**src/rtl/nand_adder_pkg.sv**
```systemverilog
// Shared constants and types for the NAND2-only ripple adder.
package nand_adder_pkg;
  localparam int ADDER_W     = 4;
  localparam int NAND_PER_FA = 9;

  typedef logic [ADDER_W-1:0] adder_word_t;
endpackage

```
**src/rtl/nand2_cell.sv**
```systemverilog
// Single 2-input NAND gate; the only primitive used in the adder datapath.
module nand2_cell (
  input  logic a,
  input  logic b,
  output logic y
);
  assign y = ~(a & b);
endmodule

```
**src/rtl/nand2_full_adder.sv**
```systemverilog
// One-bit full adder built from nine NAND2 cells (p = x^y, s = p^c, co = x&y | p&c).
module nand2_full_adder
  import nand_adder_pkg::*;
(
  input  logic x,
  input  logic y,
  input  logic c,
  output logic s,
  output logic co
);
  // g[0]=n1 g[1]=n2 g[2]=n3 g[3]=p g[4]=n5 g[5]=n6 g[6]=n7 g[7]=s g[8]=co
  logic [NAND_PER_FA-1:0] g;

  nand2_cell u_n1 (.a(x),    .b(y),    .y(g[0]));
  nand2_cell u_n2 (.a(x),    .b(g[0]), .y(g[1]));
  nand2_cell u_n3 (.a(y),    .b(g[0]), .y(g[2]));
  nand2_cell u_p  (.a(g[1]), .b(g[2]), .y(g[3]));
  nand2_cell u_n5 (.a(g[3]), .b(c),    .y(g[4]));
  nand2_cell u_n6 (.a(g[3]), .b(g[4]), .y(g[5]));
  nand2_cell u_n7 (.a(c),    .b(g[4]), .y(g[6]));
  nand2_cell u_s  (.a(g[5]), .b(g[6]), .y(g[7]));
  // Carry reuses n1 (~(x&y)) and n5 (~(p&c)).
  nand2_cell u_co (.a(g[4]), .b(g[0]), .y(g[8]));

  assign s  = g[7];
  assign co = g[8];
endmodule

```
**src/rtl/nand2_ripple_adder4.sv**
```systemverilog
// 4-bit registered ripple-carry adder from NAND2 full adders, 1-cycle latency.
// Define NAND_ADDER_OVF_EN to add the registered two's-complement ovf output.
module nand2_ripple_adder4
  import nand_adder_pkg::*;
(
  input  logic        clk,
  input  logic        rst,
  input  logic        in_valid,
  input  adder_word_t a,
  input  adder_word_t b,
  input  logic        cin,
  output logic        out_valid,
  output adder_word_t sum,
  output logic        cout
`ifdef NAND_ADDER_OVF_EN
  ,
  output logic        ovf
`endif
);
  logic [ADDER_W:0] carry;
  adder_word_t      s_w;

  assign carry[0] = cin;

  for (genvar i = 0; i < ADDER_W; i++) begin : gen_fa
    nand2_full_adder u_fa (
      .x (a[i]),
      .y (b[i]),
      .c (carry[i]),
      .s (s_w[i]),
      .co(carry[i+1])
    );
  end

  logic        out_valid_d, out_valid_q;
  adder_word_t sum_d, sum_q;
  logic        cout_d, cout_q;

`ifdef NAND_ADDER_OVF_EN
  // Overflow = carry into MSB xor carry out of MSB, as a 4-NAND XOR.
  logic ov_n1, ov_n2, ov_n3, ovf_w;
  logic ovf_d, ovf_q;

  nand2_cell u_ov_n1 (.a(carry[ADDER_W]),   .b(carry[ADDER_W-1]), .y(ov_n1));
  nand2_cell u_ov_n2 (.a(carry[ADDER_W]),   .b(ov_n1),            .y(ov_n2));
  nand2_cell u_ov_n3 (.a(carry[ADDER_W-1]), .b(ov_n1),            .y(ov_n3));
  nand2_cell u_ov_x  (.a(ov_n2),            .b(ov_n3),            .y(ovf_w));
`endif

  // Idle cycles keep the previous result so X on idle operands never reaches the flops.
  always_comb begin
    out_valid_d = 1'b0;
    sum_d       = sum_q;
    cout_d      = cout_q;
`ifdef NAND_ADDER_OVF_EN
    ovf_d       = ovf_q;
`endif
    if (in_valid) begin
      out_valid_d = 1'b1;
      sum_d       = s_w;
      cout_d      = carry[ADDER_W];
`ifdef NAND_ADDER_OVF_EN
      ovf_d       = ovf_w;
`endif
    end
  end

  always_ff @(posedge clk) begin
    if (rst) begin
      out_valid_q <= 1'b0;
      sum_q       <= '0;
      cout_q      <= 1'b0;
`ifdef NAND_ADDER_OVF_EN
      ovf_q       <= 1'b0;
`endif
    end else begin
      out_valid_q <= out_valid_d;
      sum_q       <= sum_d;
      cout_q      <= cout_d;
`ifdef NAND_ADDER_OVF_EN
      ovf_q       <= ovf_d;
`endif
    end
  end

  assign out_valid = out_valid_q;
  assign sum       = sum_q;
  assign cout      = cout_q;
`ifdef NAND_ADDER_OVF_EN
  assign ovf       = ovf_q;
`endif
endmodule

```
**config.mk**
```make
export PLATFORM = sky130hd
export DESIGN_NAME = nand2_ripple_adder4
export DESIGN_NICKNAME = d
export VERILOG_FILES = /design/src/rtl/nand_adder_pkg.sv /design/src/rtl/nand2_cell.sv /design/src/rtl/nand2_full_adder.sv /design/src/rtl/nand2_ripple_adder4.sv
export SDC_FILE = /design/constraint.sdc
export NUM_CORES = 1
export LEC_CHECK = 0
export BUFFER_PORTS_ARGS = -buffer_cell sky130_fd_sc_hd__buf_2
export CORE_AREA = 2 2 39 41
export CTS_CLUSTER_DIAMETER = 60
export CTS_CLUSTER_SIZE = 8
export DETAILED_ROUTE_END_ITERATION = 10
export DIE_AREA = 0 0 41 43
export SYNTH_ARGS = -nofsm -noshare
export SYNTH_HDL_FRONTEND = slang
export SYNTH_SLANG_ARGS = --single-unit
```
**constraint.sdc**
```tcl
create_clock -name clk -period 2.15 [get_ports clk]
set_input_delay 0 -clock clk [delete_from_list [all_inputs] [get_ports clk]]
set_output_delay 0 -clock clk [all_outputs]
set_load 0.01 [all_outputs]
```
* After elaboration in Yosys (flattened, before gate mapping)
Cells that the tools add are included.
** Cells by class
- Bitwise gates (word level) :: 72
- Mux-type cells :: 1
** Operator list (number)
- AND 1 bit :: 36
- NOT 1 bit :: 36
- two-way mux 1 bit :: 1
** Storage, ports and cells
- Output and inout bits :: 6
- Register bits :: 6
- Bits of input ports :: 12

* Depth between registers and ports, before layout
- Word-level depth :: 24
- Gate-level depth with buffers :: 8
- Mapped depth without buffers :: 8

* Modules after synthesis
Synthesis repeated with hierarchy kept, for this count alone.
** Second synthesis, totals
- Cell total of the unflattened synthesis :: 54
- Area, all modules :: 341.6 um2
** Modules (own cells, without submodules)
- nand2_ripple_adder4 :: cells each 18, times used 1, area an instance 206.4 um2, seq. area each 120.1 um2
- nand2_cell :: cells each 1, times used 36, area an instance 3.8 um2, seq. area each 0.0 um2

* Worst setup path before layout
OpenSTA, ideal clock, no wires.
- Path type :: input port to flip-flop
- Start :: in a[0]
- End :: reg sum_q[3], in the netlist sum[3]
- Stages on the path :: 8
- Library setup time :: 0.086 ns
- Data required time :: 2.064 ns
- Data arrival time :: 1.649 ns
- Buffers on the path :: 0
- Setup slack :: 0.416 ns
- Path through :: inv_1 > fa_1 > inv_1 > fa_1 > fa_1 > inv_1 > fa_1 > a211oi_1
** On the way
- Longest elaborated chain between the ends :: 24
- Elaborated cells between the ends (all ways) :: 28
** Ends and longest elaborated chain
- start: declaration :: line nand2_ripple_adder4.sv:9 : input adder_word_t a,
- AND 1 bit :: line nand2_cell.sv:7 : assign y = ~(a & b);
- NOT 1 bit :: line nand2_cell.sv:7
- AND 1 bit :: line nand2_cell.sv:7
- NOT 1 bit :: line nand2_cell.sv:7
- AND 1 bit :: line nand2_cell.sv:7
- NOT 1 bit :: line nand2_cell.sv:7
- AND 1 bit :: line nand2_cell.sv:7
- NOT 1 bit :: line nand2_cell.sv:7
- [... 8 more ...]
- AND 1 bit * :: line nand2_cell.sv:7
- NOT 1 bit * :: line nand2_cell.sv:7
- AND 1 bit :: line nand2_cell.sv:7
- NOT 1 bit :: line nand2_cell.sv:7
- AND 1 bit :: line nand2_cell.sv:7
- NOT 1 bit :: line nand2_cell.sv:7
- AND 1 bit * :: line nand2_cell.sv:7
- NOT 1 bit * :: line nand2_cell.sv:7
- end signal: assignment :: line nand2_ripple_adder4.sv:78 : sum_q <= sum_d;
- end: declaration :: line nand2_ripple_adder4.sv:36 : adder_word_t sum_d, sum_q;
Mark *: on every way between the ends. The rest lies on a longest branch, timed or not.
A chain may end at the register's enable or synchronous reset.

* Worst setup path after layout
Same ends and word-level chain as after synthesis.

==> metrics.json <==
{
  "report.final.slew_viol_count": 0,
  "hpwlAfterDp_um": 474,
  "core_area_um2": 1380,
  "cells_after_synth": 29,
  "post_synth_mux_area_share": 0.0656,
  "period_minus_slack_ps": 1650,
  "num_io_pins": 18,
  "dominant_combinational_cell_family_by_area_after_synthesis": "adder cells",
  "cts.sink_count": 6,
  "drcViolationCount": 0,
  "area_overhead_vs_synth_pct": 38.1,
  "dr.first_iter.drc_count": 1,
  "pwr-share-comb": 0.204,
  "fp.dieArea_um2": 1760,
  "setup_tns_ps": 0,
  "layout_skew_ps": 0,
  "final_cells": 64,
  "leakage_nw": 0.230,
  "share_clk_of_total_power": 0.354,
  "floorplan.die.width_um": 41,
  "antenna_diode_count": 0,
  "yosysSeqAreaShare": 0.393,
  "antenna_found_initial": 0,
  "required_ps": 2310,
  "place_inst": 61,
  "maxCapViolCount": 0,
  "grt-ovfl-total": 0,
  "antenna_violating_nets_post_route": 0,
  "worstSkewPairLatency_ps": 240,
  "cts_repair_resize_count": 0,
  "startpoint_type": "primary input",
  "worst_hold_path_type": "primary input to flip-flop",
  "post_synth_instance_area_um2": 305,
  "postSynthNetCount": 45,
  "switchingPower_uw": 71.7,
  "path_max_fanout": 1,
  "place.port_buffers": 17,
  "p_per_area_nw_per_um2": 676,
  "tritoncts": "done",
  "fin_nets": 66,
  "drt-wirelength-per-cell_um": 8.56,
  "critPathArrivalTime_ps": 1810,
  "status": "finished, final reports clean",
  "cts-root-buf": "sky130_fd_sc_hd__clkbuf_4",
  "synth-adder-area-share": 0.262,
  "synthDistinctLibCells": 8,
  "yosys.area_share.xor_xnor": 0,
  "worst_pin_slew_ps": 174,
  "rows": 14,
  "share_seq_of_total_power": 0.442,
  "clkTransAtPathRegs_ps": 40,
  "yosys_warn_count": 0,
  "timing_worst_setup_path_type": "primary input to flip-flop",
  "hold_fix_buffers_cts": 0,
  "internal_power_uw": 213,
  "detailedRoute.firstPassIterationCount": 2,
  "finalHoldViolCount": 0,
  "endpoint_kind": "flip-flop",
  "post_route_cells_drive_above_1_share": 0.417,
  "globalRouteTotalUtil": 0.0881,
  "grt_first_pass_wirelength_um": 972,
  "rsz_0062_raised_after_global_routing": "no",
  "ys_seq_elements": 6,
  "clock_tree.buffer_depth": 2,
  "synth_simple_gate_area_frac": 0.0820,
  "pin_count_of_the_biggest_net_entering_global_routing": 10,
  "initial_utilization": 0.221,
  "complex_gate_fraction_of_the_synthesized_area": 0.0738,
  "htree_num_levels": 1,
  "dr_total_vias": 239,
  "maxSlewHeadroom": 0.884,
  "cts_setup_buffers": 0,
  "first_global_vias": 242,
  "wl_um": 548,
  "vdd_drop_max_v": 0.000229,
  "setup_viols_final": 0,
  "cts_inserted_buffers": 3,
  "chipHeight_um": 43,
  "final_wtd_congestion": 0.643,
  "routed_via_density": 3.73,
  "post-route-period-util": 0.767,
  "fmax_mhz": 606,
  "syn_area_per_cell_um2": 10.5,
  "swShare": 0.252
}
[critical path: stages]
cell and delay [ps]:
sky130_fd_sc_hd__buf_2 90, sky130_fd_sc_hd__inv_1 70, sky130_fd_sc_hd__fa_1 170, sky130_fd_sc_hd__inv_1 50, sky130_fd_sc_hd__fa_1 370, sky130_fd_sc_hd__fa_1 370
sky130_fd_sc_hd__inv_1 80, sky130_fd_sc_hd__fa_1 400, sky130_fd_sc_hd__a211oi_1 220
[synthesized netlist by cell type]
cell type | number | area [µm²]
sky130_fd_sc_hd__a211oi_1 | 3 | 22.5
sky130_fd_sc_hd__buf_6 | 1 | 11.3
sky130_fd_sc_hd__dfxtp_1 | 6 | 120
sky130_fd_sc_hd__fa_1 | 4 | 80.1
sky130_fd_sc_hd__inv_1 | 7 | 26.3
sky130_fd_sc_hd__mux2i_1 | 2 | 20.0
sky130_fd_sc_hd__nor2_1 | 5 | 18.8
sky130_fd_sc_hd__nor2b_1 | 1 | 6.26
[path summary, 6_finish.rpt]
kind | start | end | slack (ps) | cells after the start
worst max-delay path | a[0] | sum[3]$_SDFFE_PP0P_ | 500 | 9
worst min-delay path | rst | out_valid$_SDFF_PP0_ | 8 | 2
worst max register to register | sum[0]$_SDFFE_PP0P_ | sum[0]$_SDFFE_PP0P_ | 1510 | 2
worst min register to register | cout$_SDFFE_PP0P_ | cout$_SDFFE_PP0P_ | 490 | 2
[final cells by class]
type	count	area [µm²]
fillers	144	962
flip-flops and latches	6	120
clock buffers	3	22.5
inverters	7	26.3
well taps	16	20.0
multi-input cells	15	148
repair buffers	17	85.1
[power groups by stage]
stage	sequential [mW]	combinational (mW)	clock [mW]
after floorplan	0.133	0.0287	0
after global placement	0.128	0.0582	0
after detailed placement	0.128	0.0602	0
after CTS	0.126	0.0604	0.106
after global routing	0.127	0.0681	0.113
final	0.126	0.0581	0.101
[metrics by stage]
| step | power [mW] | setup WS (ps) | cell area, µm² | util | hold slack, ps |
|---|---|---|---|---|---|
| floorplan | 0.162 | 416 | 305 | - | 71.6 |
| global placement | 0.186 | 252 | 399 | 0.288 | 255 |
| detailed placement | 0.188 | 227 | 399 | 0.288 | 262 |
| CTS | 0.292 | 481 | 422 | 0.305 | 3.95 |
| global route | 0.308 | 302 | 422 | 0.305 | 6.46 |
| finish | 0.285 | 500 | 422 | 0.305 | 8.43 |
[metal layers]
layer  part of all wire  wire, µm  global-route usage
met5                  0         0                   0
met2               0.51       278               0.119
met3               0.11        63              0.0785
met1               0.37       205              0.0924
met4                  0         0              0.0400
[kinds of logic after synthesis]
family,Yosys count
flip-flops,6
adder cells (fa/ha/maj),4
AO/OA/AOI/OAI,3
multiplexers,2
buffers and inverters,8
AND/OR/NAND/NOR,6
[state kept, by name (all words and copies together) (netlist names)]
signal / flops
out_valid: 1
sum: 4
cout: 1
[placed cells by master, fill, tap and decap left out]
master	count
sky130_fd_sc_hd__dfxtp_1	6
sky130_fd_sc_hd__inv_1	7
sky130_fd_sc_hd__a211oi_1	3
sky130_fd_sc_hd__nor2_1	5
sky130_fd_sc_hd__mux2i_1	2
sky130_fd_sc_hd__clkbuf_4	3
sky130_fd_sc_hd__nor2b_1	1
sky130_fd_sc_hd__fa_1	4
sky130_fd_sc_hd__buf_2	17
Note: power is estimated with default switching activity, not from simulation.
